`config.mk`:
```
export PLATFORM = sky130hd
export DESIGN_NAME = otf_sd_converter
export DESIGN_NICKNAME = d
export VERILOG_FILES = /design/src/rtl/online_pkg.sv /design/src/rtl/otf_select_cell.sv /design/src/rtl/otf_sd_converter.sv
export SDC_FILE = /design/constraint.sdc
export NUM_CORES = 1
export LEC_CHECK = 0
export CAP_MARGIN = 25
export CORE_ASPECT_RATIO = 1.25
export CORE_MARGIN = 4
export CORE_UTILIZATION = 55
export CTS_CLUSTER_SIZE = 14
export DETAILED_ROUTE_END_ITERATION = 10
export HOLD_SLACK_MARGIN = 0.15
export PLACE_DENSITY = 0.88
export SETUP_SLACK_MARGIN = 0.15
export SYNTH_ARGS = -nofsm -noshare
export SYNTH_HDL_FRONTEND = slang
export SYNTH_SLANG_ARGS = --single-unit
```
`constraint.sdc`:
```
create_clock -name clk -period 2.35 [get_ports clk]
set_clock_uncertainty 0.1 [all_clocks]
set_input_delay 0.705 -clock clk [delete_from_list [all_inputs] [get_ports clk]]
set_output_delay 0.705 -clock clk [all_outputs]
set_load 0.01 [all_outputs]
```
`src/rtl/online_pkg.sv`:
```
// Shared definitions for the online arithmetic output stage: signed-digit
// encodings, converter state names and the default word length.
package online_pkg;

    localparam int DEFAULT_DIGITS = 16;

    // Signed-digit codes on {d_plus, d_minus}; 2'b11 also decodes to zero.
    localparam logic [1:0] SD_POS  = 2'b10;
    localparam logic [1:0] SD_NEG  = 2'b01;
    localparam logic [1:0] SD_ZERO = 2'b00;

    typedef enum logic {
        ACCUM = 1'b0,
        DONE  = 1'b1
    } otf_state_e;

endpackage

```
`src/rtl/otf_select_cell.sv`:
```
// One on-the-fly conversion step: selects the next Q / QM pair for a single
// signed digit. Pure muxing of shifted registers; no carry chain. Kept as a
// separate cell so several can be chained for multi-digit-per-beat variants.
module otf_select_cell
    import online_pkg::*;
#(
    parameter int W = DEFAULT_DIGITS + 1
) (
    input  logic [W-1:0] q_i,
    input  logic [W-1:0] qm_i,
    input  logic         d_plus_i,
    input  logic         d_minus_i,
    output logic [W-1:0] q_o,
    output logic [W-1:0] qm_o
);

    // Shift left by one and append a new LSB; the MSB falls off the top.
    function automatic logic [W-1:0] shl(input logic [W-1:0] v, input logic b);
        return W'({v, b});
    endfunction

    // Digit-driven selection keeping the invariant qm_o == q_o - 1.
    always_comb begin
        q_o  = shl(q_i, 1'b0);
        qm_o = shl(qm_i, 1'b1);
        case ({d_plus_i, d_minus_i})
            SD_POS: begin
                q_o  = shl(q_i, 1'b1);
                qm_o = shl(q_i, 1'b0);
            end
            SD_NEG: begin
                q_o  = shl(qm_i, 1'b1);
                qm_o = shl(qm_i, 1'b0);
            end
            default: begin
            end
        endcase
    end

endmodule

```
`src/rtl/otf_sd_converter.sv`:
```
// Serial signed-digit to two's complement converter. Accepts one digit per
// beat MSB first, keeps Q and QM = Q-1 so every digit resolves by selection,
// and presents the finished word under a valid/ready output handshake.
//
// Handshakes: a digit transfers on a cycle where in_valid && in_ready; a
// result transfers on a cycle where out_valid && out_ready. in_ready and
// out_valid depend only on the state register, never on the inputs.
module otf_sd_converter
    import online_pkg::*;
#(
    parameter int DIGITS = DEFAULT_DIGITS,
    parameter int CW     = 5
) (
    input  logic          clk,
    input  logic          rst_n,
    input  logic          flush,
    input  logic          in_valid,
    output logic          in_ready,
    input  logic          d_plus,
    input  logic          d_minus,
    output logic          out_valid,
    input  logic          out_ready,
    output logic [DIGITS:0] result,
    output logic          result_zero,
    output logic          dbg_state
);

    localparam int W = DIGITS + 1;
    localparam logic [CW-1:0] LAST = CW'(DIGITS - 1);

    otf_state_e    state_q, state_d;
    logic [CW-1:0] count_q, count_d;
    logic [W-1:0]  q_q, q_d;
    logic [W-1:0]  qm_q, qm_d;
    logic [W-1:0]  res_q, res_d;
    logic          zero_q, zero_d;
    logic [W-1:0]  q_sel, qm_sel;
    logic          accept;

    otf_select_cell #(.W(W)) u_cell (
        .q_i       (q_q),
        .qm_i      (qm_q),
        .d_plus_i  (d_plus),
        .d_minus_i (d_minus),
        .q_o       (q_sel),
        .qm_o      (qm_sel)
    );

    assign in_ready    = (state_q == ACCUM);
    assign out_valid   = (state_q == DONE);
    assign accept      = in_valid && in_ready;
    assign result      = res_q;
    assign result_zero = zero_q;
    assign dbg_state   = state_q;

    // Next-state: flush wins, otherwise accumulate digits or wait for the consumer.
    always_comb begin
        state_d = state_q;
        count_d = count_q;
        q_d     = q_q;
        qm_d    = qm_q;
        res_d   = res_q;
        zero_d  = zero_q;
        if (flush) begin
            state_d = ACCUM;
            count_d = '0;
            q_d     = '0;
            qm_d    = '1;
        end else begin
            case (state_q)
                ACCUM: begin
                    if (accept) begin
                        q_d  = q_sel;
                        qm_d = qm_sel;
                        if (count_q == LAST) begin
                            count_d = '0;
                            state_d = DONE;
                            res_d   = q_sel;
                            zero_d  = (q_sel == '0);
                        end else begin
                            count_d = count_q + CW'(1);
                        end
                    end
                end
                DONE: begin
                    if (out_ready) begin
                        state_d = ACCUM;
                        q_d     = '0;
                        qm_d    = '1;
                    end
                end
                default: state_d = ACCUM;
            endcase
        end
    end

    // State and datapath registers with asynchronous clear.
    always_ff @(posedge clk or negedge rst_n) begin
        if (!rst_n) begin
            state_q <= ACCUM;
            count_q <= '0;
            q_q     <= '0;
            qm_q    <= '1;
            res_q   <= '0;
            zero_q  <= 1'b1;
        end else begin
            state_q <= state_d;
            count_q <= count_d;
            q_q     <= q_d;
            qm_q    <= qm_d;
            res_q   <= res_d;
            zero_q  <= zero_d;
        end
    end

endmodule
```
==> metrics, run 1 <==
status finished clean; classification of the worst-slack hold path in -> async; overall die width 68.6 µm; drt wl/cell 18.6 µm; count of final hold-check violations 0; Final setup violation count 0; layout overhead on the synthesized area 29.0%; final worst setup slack between 0.06 and 0.07 ns; DIE AREA 5740 µm²; sequential fraction of the synthesis area 56.4%; combinational fraction of design power 16.5%; Avg Cell Area, Syn 10.8 µm²; cell at the slowest stage of the critical path or4_4; Worst path top cell family by delay simple AND/OR/NAND/NOR gates; category of the worst setup path launch point input pin; maximum fanout count along the critical path 10; count of standard-cell rows 27; reg-to-reg startpoint count_q[0]$_DFFE_PN0P_; share of the clock period used by the worst path after layout 97.4%; element type at the critical path end register; pwr/cell area 594 nW/µm²; average via count per standard cell 6.12; Remaining DRCs 0; First-pass DRT Iterations 5; number of global-route vias before repair 2136; Max-slew headroom between 60% and 70%; total power ~1.9 mW; total number of nets in the final design 295; number of antenna-violating nets in the routed design 0; class of the most critical setup path in -> reg; share of the synthesized area in the top cell type between 30% and 40%; largest net degree at the start of global routing 35; part of the power in the clock network 27.5%; global placer's final weighted congestion between 0.9 and 1; CTS buffer count 5; global-route congestion overflow total 0; post-layout minimum cycle time 2.29 ns; net switching power figure 0.502 mW; Syn Std Cell Area about 2500 µm²; Antenna Cells 0; met3 WL 396 µm; share of power burned in registers 56.0%; maximum level of the CTS H-tree 2; number of nets in the synthesized netlist 243; Max Clk Rate 437 MHz; die height ~84 µm; M1 wire length 2.48 mm; max-cap check violation count 0; DR iter-0 viols 263; total wirelength of the detailed-routed design 6.39 mm; required time at the worst-slack endpoint 2.46 ns; total of warnings raised by yosys 0; worst supply voltage drop on vdd 487 µV; latest clock arrival within the worst-skew pair 0.30 ns; number of slew-limit violations in the final report 0; synthesis-stage register bit count 56; cell breakdown of the critical path buf_8, inv_4, ha_4, buf_4, nor2b_4, a22o_1, or4_4, o41ai_2; internal power component 1.43 mW; core footprint 4430 µm²; number of distinct library cells after synthesis 39; number of buffers on the longest clock path 2; net switching fraction of the power 26.0%; IO Count 28; reg2reg path depth 5; largest area contributor in the synthesized netlist dfrtp_1; antenna violations before repair 0; number of port buffers 27; Met2 Wirelength ~3.3 mm; via count 2104; Leak Pwr roughly 1.5 nW; top cells by area in the synthesized netlist dfrtp_1, dfstp_2, a22oi_1; wire length of the first global-routing pass ~11 mm; starting density of the core between 50% and 60%; buffering stage count on the worst path with inverters included 3; pre-CTS setup slack -0.801 ns; CTS clk-pin slew, worst paths about 0.09 ns; layout cells sized above 1 29.0%; sum of net half-perimeters after detailed placement around 4.3 mm; unrepaired setup endpoints after global routing yes; critical path's largest stage delay 0.54 ns; setup slack of the worst register-to-register path roughly 0.46 ns; number of sinks driven by the clock tree 56; data arrival time of the critical path 2.40 ns; slew at the pin closest to its max-slew limit 0.518 ns; post-synthesis cell count 233; endpoint of the worst register-to-register path result[15]$_DFFE_PN0P_; all-layer global routing usage between 20% and 30%; Clock Tree Root clkbuf_8; top sig layer met4; clock tree from TritonCTS done; hold-fix buffers at CTS 0
## power groups by stage
stage	combinational (mW)	clock (mW)	sequential, mW
2_1_floorplan	0.157	0	1.08
3_3_place_gp	0.260	0	1.09
3_5_place_dp	0.271	0	1.09
4_1_cts	0.293	0.538	1.08
5_1_grt	0.349	0.577	1.09
6_report	0.319	0.530	1.08
## cell type report
class	instances	area, µm²
well taps	58	72.6
clock buffers	7	86.3
multi-input cells	155	1050
inverters	3	13.8
fillers	296	1170
repair buffers	64	594
flip-flops and latches	56	1420
clock inverters	1	7.51
## cell families after synthesis
group	share of synthesized area, %
compound gates	22.2
simple gates	11.6
flops	56.4
buf+inv	4.42
mux	3.57
fa+ha+maj	1.49
xor+xnor	0.347
## Yosys cell counts (all sizes together)
master / number
nor4: 1
nor4b: 1
o31ai: 1
and2b: 1
ha: 3
nor2: 22
nand2: 22
nand4: 1
o41ai: 1
nand3: 1
nor2b: 2
buf: 5
clkbuf: 15
xor2: 1
nand4b: 1
and2: 1
a22o: 16
a21oi: 5
a41oi: 1
a21o: 1
nor3b: 1
dfrtp: 39
mux2: 8
o21ai: 16
a221oi: 1
inv: 3
or2: 2
a31oi: 16
nor3: 1
a22oi: 22
dfstp: 17
and4b: 1
or4: 2
nand2b: 2
## worst max-delay path by stage
stage	startpoint	slack [ns]	to	depth (start not counted)
global placement	d_plus	-0.73	result_zero$_DFFE_PN1P_	7
floorplan	d_plus	-0.18	result_zero$_DFFE_PN1P_	8
CTS	d_plus	-0.02	result_zero$_DFFE_PN1P_	8
detailed placement	d_plus	-0.80	result_zero$_DFFE_PN1P_	7
global route	d_plus	0.01	result_zero$_DFFE_PN1P_	8
finish	d_plus	0.06	result_zero$_DFFE_PN1P_	8
## flip-flops by register name (all words and copies together), names as in the netlist
| register | count |
|---|---|
| dbg_state | 1 |
| qm_q | 16 |
| count_q | 5 |
| result_zero | 1 |
| q_q | 16 |
| result | 17 |
## metrics by stage
| stage | hold slack [ns] | std cells | TNS, ns | instance area [µm²] | util (%) |
|---|---|---|---|---|---|
| after detailed placement | 0.377 | 330 | -16.19 | 3040 | 68.6 |
| final | 0.262 | 344 | 0 | 3250 | 73.5 |
| after global routing | 0.292 | 344 | 0 | 3250 | 73.5 |
| after CTS | 0.267 | 343 | -0.0240 | 3200 | 72.3 |
| after global placement | 0.366 | 330 | -14.83 | 3040 | 68.6 |
| after floorplan | 0.309 | 233 | -0.184 | 2530 | - |
## cell usage in the layout, fill, tap and decap left out, types with 2 or more instances in the layout
cell and count:
or2_4 2, dlymetal6s2s_1 2, a31oi_1 16, clkbuf_8 6
nand2b_1 2, o21ai_0 7, a22o_1 16, a22oi_1 19
ha_4 2, inv_1 2, dfrtp_1 38, mux2_1 4
buf_4 31, buf_12 2, dfstp_2 17, a22oi_2 3
or4_4 2, nand2_1 22, mux2_2 4, buf_6 5
a21oi_1 5, nor2_1 22, o21ai_1 9, clkdlybuf4s50_1 22
## layer usage
| layer | track usage (%) | up-vias |
|---|---|---|
| met5 | 0 | - |
| met4 | 11.4 | 0 |
| met3 | 4.58 | 32 |
| met2 | 38.6 | 113 |
| met1 | 31.4 | 1007 |
| li1 | - | 952 |
## repair_timing
action                                  4_1_cts  5_1_grt
gates cloned                                  1        0
setup buffers                                 4        1
endpoints found under the setup margin       40       19
pin swaps                                     7        8
resized for setup                            20       13
endpoints found under the hold margin         0        0
No activity file was read; power rests on OpenSTA's default activity.
==> run 2, diff against run 1 <==
--- a/config.mk
+++ b/config.mk
@@ -5,6 +5,7 @@
 export SDC_FILE = /design/constraint.sdc
 export NUM_CORES = 1
 export LEC_CHECK = 0
+export ABC_AREA = 0
 export CAP_MARGIN = 25
 export CORE_ASPECT_RATIO = 1.25
 export CORE_MARGIN = 4
==> results of run 2 <==
No change in the layout: final DEF, timing and power equal those of run 1.
